### src/rtl/bldc_comm_ctrl.sv
// Sensorless six-step BLDC commutation sequencer.
//
// Runs an open-loop align and ramp-up, then hands over to closed-loop
// operation. In closed loop it samples the floating-phase back-EMF comparator
// on every rising edge of the PWM middle marker, filters for a zero crossing,
// measures the zero-crossing period and commutates half a period (30
// electrical degrees) after each crossing.
//
// Ports:
//   clk, rst_n      clock, asynchronous active-low reset
//   comm_en_i       enable; low returns the sequencer to idle (all phases off)
//   pwm_middle_i    middle-of-pulse level from the PWM stage
//   bemf_i          back-EMF comparator outputs {c,b,a}
//   align_time_i    align hold length in clk cycles (0 treated as 1)
//   ramp_time_i     open-loop step length in clk cycles (0 treated as 1)
//   comm_o          commutation code: 000 off, 001..110 six-step sequence
//   zc_o            one-cycle pulse per accepted zero crossing
//   period_o        last measured zero-crossing period in clk cycles
//   locked_o        closed-loop lock indicator
//   stall_o         one-cycle pulse when no zero crossing arrives in time
module bldc_comm_ctrl #(
  parameter int unsigned CNT_DW        = 16,
  parameter int unsigned BLANK         = 2,
  parameter int unsigned FILT          = 3,
  parameter int unsigned STARTUP_STEPS = 6
) (
  input  logic              clk,
  input  logic              rst_n,
  input  logic              comm_en_i,
  input  logic              pwm_middle_i,
  input  logic [2:0]        bemf_i,
  input  logic [CNT_DW-1:0] align_time_i,
  input  logic [CNT_DW-1:0] ramp_time_i,
  output logic [2:0]        comm_o,
  output logic              zc_o,
  output logic [CNT_DW-1:0] period_o,
  output logic              locked_o,
  output logic              stall_o
);

  localparam logic [2:0] StIdle    = 3'd0;
  localparam logic [2:0] StAlign   = 3'd1;
  localparam logic [2:0] StStartup = 3'd2;
  localparam logic [2:0] StWaitZc  = 3'd3;
  localparam logic [2:0] StDelay   = 3'd4;

  localparam int unsigned BW = (BLANK > 0) ? $clog2(BLANK + 1) : 1;
  localparam int unsigned FW = $clog2(FILT + 1);

  localparam logic [BW-1:0]     BlankInit   = BW'(BLANK);
  localparam logic [FW-1:0]     FiltLast    = FW'(FILT - 1);
  localparam logic [CNT_DW-1:0] CntMax      = '1;
  localparam logic [CNT_DW-1:0] CntOne      = CNT_DW'(1);
  // With one or fewer startup steps the align advance already completes startup.
  localparam bit                SkipStartup = (STARTUP_STEPS <= 1);
  localparam logic [CNT_DW-1:0] StepsLast   = SkipStartup ? CntOne : CNT_DW'(STARTUP_STEPS - 1);

  logic [2:0]        state_q, state_d;
  logic [2:0]        comm_q, comm_d;
  logic              zc_q, zc_d;
  logic              stall_q, stall_d;
  logic              locked_q, locked_d;
  logic [CNT_DW-1:0] period_q, period_d;
  logic [CNT_DW-1:0] step_cnt_q, step_cnt_d;
  logic [CNT_DW-1:0] steps_q, steps_d;
  logic [CNT_DW-1:0] period_cnt_q, period_cnt_d;
  logic [CNT_DW-1:0] delay_cnt_q, delay_cnt_d;
  logic [BW-1:0]     blank_cnt_q, blank_cnt_d;
  logic [FW-1:0]     filt_cnt_q, filt_cnt_d;
  logic              mid_q;

  logic              mid_rise;
  logic              float_bit;
  logic              cross_lvl;
  logic              bemf_match;
  logic              zc_det;
  logic [2:0]        comm_next;
  logic [CNT_DW-1:0] align_load;
  logic [CNT_DW-1:0] ramp_load;
  logic [CNT_DW-1:0] period_inc;

  // Floating phase and the level its comparator settles to after the crossing.
  always_comb begin
    float_bit = 1'b0;
    cross_lvl = 1'b1;
    case (comm_q)
      3'b001: begin float_bit = bemf_i[2]; cross_lvl = 1'b0; end
      3'b010: begin float_bit = bemf_i[1]; cross_lvl = 1'b1; end
      3'b011: begin float_bit = bemf_i[0]; cross_lvl = 1'b0; end
      3'b100: begin float_bit = bemf_i[2]; cross_lvl = 1'b1; end
      3'b101: begin float_bit = bemf_i[1]; cross_lvl = 1'b0; end
      3'b110: begin float_bit = bemf_i[0]; cross_lvl = 1'b1; end
      default: ;
    endcase
  end

  always_comb begin
    case (comm_q)
      3'b001:  comm_next = 3'b010;
      3'b010:  comm_next = 3'b011;
      3'b011:  comm_next = 3'b100;
      3'b100:  comm_next = 3'b101;
      3'b101:  comm_next = 3'b110;
      default: comm_next = 3'b001;
    endcase
  end

  assign mid_rise   = pwm_middle_i & ~mid_q;
  assign bemf_match = (float_bit == cross_lvl);
  // The FILT-th consecutive unblanked match is the crossing.
  assign zc_det     = (state_q == StWaitZc) && mid_rise && (blank_cnt_q == '0) &&
                      bemf_match && (filt_cnt_q == FiltLast);
  assign align_load = (align_time_i == '0) ? CntOne : align_time_i;
  assign ramp_load  = (ramp_time_i == '0) ? CntOne : ramp_time_i;
  assign period_inc = (period_cnt_q == CntMax) ? period_cnt_q : period_cnt_q + 1'b1;

  always_comb begin
    state_d      = state_q;
    comm_d       = comm_q;
    zc_d         = 1'b0;
    stall_d      = 1'b0;
    locked_d     = locked_q;
    period_d     = period_q;
    step_cnt_d   = step_cnt_q;
    steps_d      = steps_q;
    period_cnt_d = period_cnt_q;
    delay_cnt_d  = delay_cnt_q;
    blank_cnt_d  = blank_cnt_q;
    filt_cnt_d   = filt_cnt_q;

    if (!comm_en_i) begin
      state_d      = StIdle;
      comm_d       = 3'b000;
      locked_d     = 1'b0;
      step_cnt_d   = '0;
      steps_d      = '0;
      period_cnt_d = '0;
      delay_cnt_d  = '0;
      blank_cnt_d  = '0;
      filt_cnt_d   = '0;
    end else begin
      case (state_q)
        StIdle: begin
          state_d    = StAlign;
          comm_d     = 3'b001;
          step_cnt_d = align_load;
        end

        StAlign: begin
          step_cnt_d = step_cnt_q - 1'b1;
          if (step_cnt_q <= CntOne) begin
            comm_d  = comm_next;
            steps_d = CntOne;
            if (SkipStartup) begin
              state_d      = StWaitZc;
              step_cnt_d   = '0;
              blank_cnt_d  = BlankInit;
              filt_cnt_d   = '0;
              period_cnt_d = '0;
            end else begin
              state_d    = StStartup;
              step_cnt_d = ramp_load;
            end
          end
        end

        StStartup: begin
          step_cnt_d = step_cnt_q - 1'b1;
          if (step_cnt_q <= CntOne) begin
            comm_d  = comm_next;
            steps_d = steps_q + 1'b1;
            if (steps_q >= StepsLast) begin
              // First entry into closed loop starts the period measurement.
              state_d      = StWaitZc;
              step_cnt_d   = '0;
              blank_cnt_d  = BlankInit;
              filt_cnt_d   = '0;
              period_cnt_d = '0;
            end else begin
              step_cnt_d = ramp_load;
            end
          end
        end

        StWaitZc: begin
          period_cnt_d = period_inc;
          if (mid_rise) begin
            if (blank_cnt_q != '0) begin
              blank_cnt_d = blank_cnt_q - 1'b1;
            end else if (bemf_match) begin
              filt_cnt_d = filt_cnt_q + 1'b1;
            end else begin
              filt_cnt_d = '0;
            end
          end
          // A crossing on the saturation cycle still wins over the timeout.
          if (zc_det) begin
            period_d     = period_cnt_q;
            delay_cnt_d  = period_cnt_q >> 1;
            period_cnt_d = '0;
            filt_cnt_d   = '0;
            locked_d     = 1'b1;
            zc_d         = 1'b1;
            state_d      = StDelay;
          end else if (period_cnt_q == CntMax) begin
            stall_d      = 1'b1;
            locked_d     = 1'b0;
            comm_d       = 3'b001;
            state_d      = StAlign;
            step_cnt_d   = align_load;
            steps_d      = '0;
            period_cnt_d = '0;
            blank_cnt_d  = '0;
            filt_cnt_d   = '0;
          end
        end

        StDelay: begin
          period_cnt_d = period_inc;
          if (delay_cnt_q == '0) begin
            comm_d      = comm_next;
            state_d     = StWaitZc;
            blank_cnt_d = BlankInit;
            filt_cnt_d  = '0;
          end else begin
            delay_cnt_d = delay_cnt_q - 1'b1;
          end
        end

        default: begin
          state_d  = StIdle;
          comm_d   = 3'b000;
          locked_d = 1'b0;
        end
      endcase
    end
  end

  always_ff @(posedge clk or negedge rst_n) begin
    if (!rst_n) begin
      state_q      <= StIdle;
      comm_q       <= 3'b000;
      zc_q         <= 1'b0;
      stall_q      <= 1'b0;
      locked_q     <= 1'b0;
      period_q     <= '0;
      step_cnt_q   <= '0;
      steps_q      <= '0;
      period_cnt_q <= '0;
      delay_cnt_q  <= '0;
      blank_cnt_q  <= '0;
      filt_cnt_q   <= '0;
      mid_q        <= 1'b0;
    end else begin
      state_q      <= state_d;
      comm_q       <= comm_d;
      zc_q         <= zc_d;
      stall_q      <= stall_d;
      locked_q     <= locked_d;
      period_q     <= period_d;
      step_cnt_q   <= step_cnt_d;
      steps_q      <= steps_d;
      period_cnt_q <= period_cnt_d;
      delay_cnt_q  <= delay_cnt_d;
      blank_cnt_q  <= blank_cnt_d;
      filt_cnt_q   <= filt_cnt_d;
      mid_q        <= pwm_middle_i;
    end
  end

  assign comm_o   = comm_q;
  assign zc_o     = zc_q;
  assign period_o = period_q;
  assign locked_o = locked_q;
  assign stall_o  = stall_q;

endmodule

### config.mk
export PLATFORM = sky130hd
export DESIGN_NAME = bldc_comm_ctrl
export DESIGN_NICKNAME = d
export VERILOG_FILES = /design/src/rtl/bldc_comm_ctrl.sv
export SDC_FILE = /design/constraint.sdc
export NUM_CORES = 1
export LEC_CHECK = 0
export ABC_CLOCK_PERIOD_IN_PS = 3670
export BUFFER_PORTS_ARGS = -buffer_cell sky130_fd_sc_hd__buf_2
export CAP_MARGIN = 10
export CORE_MARGIN = 5
export CORE_UTILIZATION = 50
export DETAILED_ROUTE_END_ITERATION = 16
export GPL_TIMING_DRIVEN = 0
export PLACE_DENSITY_LB_ADDON = 0.12
export SYNTH_ARGS = -nofsm -noshare
export SYNTH_HDL_FRONTEND = slang
export SYNTH_SLANG_ARGS = --single-unit
### constraint.sdc
create_clock -name clk -period 3.67 [get_ports clk]
set_clock_uncertainty 0.2 [all_clocks]
set_input_delay 0.734 -clock clk [delete_from_list [all_inputs] [get_ports clk]]
set_output_delay 0.734 -clock clk [all_outputs]
set_load 0.01 [all_outputs]
==> flow_summary.yaml <==
power:
  power_density_nw_per_um2: 521
  p_leak_nw: 2.86
  peakVddDrop_uv: 319
  pwr-share-clk_pct: 30.0
  switching_share_pct: 36.9
  p_sw_mw: 1.27
  pwr-share-seq_pct: 37.1
  cellInternalPower_mw: 2.16
  combinationalPowerShare_pct: 32.9
synthesis:
  async_reset_ff_share_pct: 100
  synth_edf_count: 0
  synth_area_leader_cell: "dfrtp_1"
  yosysSeqAreaShare_pct: 40.9
  synthCells: 652
  synth_nets: 700
  synthDistinctLibCells: 70
  syn_avg_cell_area_sq_um: 8.81
  synth_ff_type: "dfrtp_1"
  synth_area_leaders: "dfrtp_1 (41%), nand2_1 (4.5%), o21ai_0 (4.1%)"
  synth_warnings: 0
  ys_ff_latch: 94
  netlist_area_sq_um: 5740
  synth_top_cell_area_share_pct: 40.9
run:
  drv_cap: 0
cts:
  cts.htree.levels: 3
  cts.sinks: 94
  clock_latency_ps: 360
  cts_tree: "yes"
  ctsResizeCount: 0
  clkTransAtPathRegs_ps: 70
  cts_buffers: 9
  cts_buffer_depth: 2
  post_cts_buffers: 0
  holdBufCountCts: 0
  root_buffer: "clkbuf_16"
sta:
  final_max_slew_viol_count: 0
  setup_tns_ps: 0
  max_freq_mhz: 327
  rsz0062_at_grt: "false"
  slew_headroom_pct: 21.7
  min_period_ps: 3060
  setup_viol: 0
  fin_crit_sh_pct: 83.3
  fin_ws_ps: 613
  tightest_slew_ps: 1170
  finalHoldViolCount: 0
route:
  vias: 5532
  wire_per_inst_um: 18.8
  drt-initial-drc-count: 517
  routed_via_density: 6.35
  ant_nets: 0
  wl_um: 16400
  drc: 0
  drt-pass1-iter-count: 5
cells_and_area:
  drive_gt1_share_pct: 16.1
  final_common_cell: "dfrtp_1"
  regArea_sq_um: 2350
  final_cell_mix: "dfrtp_1 (94), nand2_1 (69), buf_2 (62), nor2_1 (47), o21ai_0 (47)"
  postLayoutCoreUtil_pct: 58.1
  diodes: 0
  nFillCells: 1036
  multi_input_area_sq_um: 3160
  areaGrowthSynthToFinish_pct: 14.4
  nets: 772
global_route:
  grt_pass1_wl_um: 26600
  antenna_found_initial: 0
  grt_max_degree: 51
  grt-ovfl-total: 0
  gr-usage-all-layers_pct: 24.8
  grt_pass1_vias: 5267
floorplan:
  rows: 39
  start_util_pct: 50.7
  die_area_sq_um: 13700
  core_sq_um: 11300
  io_pins: 61
  fp.dieH_um: 117
  die_w_um: 117
setup_path:
  r2r-end: "comm_o[2]"
  arrival_ps: 3100
  crit_fanout: 9
  crit_type: "reg -> reg"
  crit_path_end_kind: "register"
  worstReg2RegStart: "delay_cnt_q[0]"
  startpoint_type: "register"
  crit_required_ps: 3710
  regToRegSetupSlack_ps: 610
  ff2ff_path_depth: 9
min_path:
  hold_path.class: "in -> async"
placement:
  port_buffers: 60
  dp_hpwl_um: 11800
  dp_worst_setup_slack_ps: 378
  gp_congestion: 0.905
status:
  status: "completed"
cell type report:
type                    count  area share [%]
multi-input cells         503            48.1
flip-flops and latches     94            35.8
repair buffers             61            5.02
clock buffers               9            3.43
well taps                 143            2.72
plain buffers              37            2.46
clock inverters             6            1.45
inverters                  18            1.03
power by group through the flow:
stage	Combinational (mW)	Sequential (mW)	Clock, mW
floorplan	0.818	1.26	0
global placement	1.09	1.28	0
detailed placement	1.11	1.29	0
CTS	1.11	1.27	1.04
global route	1.25	1.29	1.09
finish	1.13	1.27	1.03
through the flow:
| step | cell area [sq um] | hold WS [ps] | instances | power, mW |
|---|---|---|---|---|
| 2_1_floorplan | 5740 | 238 | 652 | 2.07 |
| 3_3_place_gp | 6220 | 278 | 855 | 2.37 |
| 3_5_place_dp | 6250 | 282 | 856 | 2.39 |
| 4_1_cts | 6570 | 197 | 871 | 3.42 |
| 5_1_grt | 6570 | 221 | 871 | 3.62 |
| 6_report | 6570 | 168 | 871 | 3.43 |
logic make-up after synthesis:
family | after synthesis | share of synthesized area (%)
buf+inv | 55 | 3.99
flops | 94 | 40.9
fa+ha+maj | 9 | 1.96
simple gates | 253 | 22.7
xor+xnor | 11 | 1.68
mux | 23 | 4.40
compound gates | 207 | 24.4
flip-flops by register name (all words and copies together) (netlist names):
name          flops
blank_cnt_q       2
comm_o            3
delay_cnt_q      16
filt_cnt_q        2
locked_o          1
mid_q             1
period_cnt_q     16
period_o         16
stall_o           1
state_q           3
step_cnt_q       16
steps_q          16
zc_o              1
per-layer routing:
metal / track usage (%) / wire (um) / vias to the layer above
met3: 3.60 / 1090 / 31
met2: 36.7 / 7130 / 205
met5: 0 / 0 / -
met4: 10.9 / 369 / 0
met1: 36.2 / 7800 / 2686
li1: - / - / 2610
worst max path at each step:
stage                         from        endpoint  slack [ps]
floorplan             pwm_middle_i    period_o[10]         940
global placement      pwm_middle_i     period_o[9]         420
detailed placement    pwm_middle_i     period_o[7]         380
CTS                 delay_cnt_q[0]       comm_o[2]         640
global route        delay_cnt_q[0]  delay_cnt_q[9]         430
finish              delay_cnt_q[0]       comm_o[2]         610
critical path: stages, from the launching register on:
cell and delay [ps]:
dfrtp_1 430, inv_1 80, ha_1 170, or3b_1 340, clkbuf_1 200, nor4_4 570, a21oi_2 240, a21oi_4 240
nand2_1 130, a211o_1 320
cells in the mapped netlist (all sizes together), types with 6 or more instances:
library cell	count
a211oi	7
a21o	7
a21oi	44
a31oi	23
a41oi	7
and2	6
and3	14
buf	9
clkbuf	28
dfrtp	94
ha	9
inv	18
mux2	18
nand2	69
nand3	27
nand4	13
nor2	49
nor3	21
nor3b	6
nor4	15
o211ai	6
o21ai	49
o221ai	6
o31ai	11
or4	6
xor2	6
No activity file was read; power rests on OpenSTA's default activity.
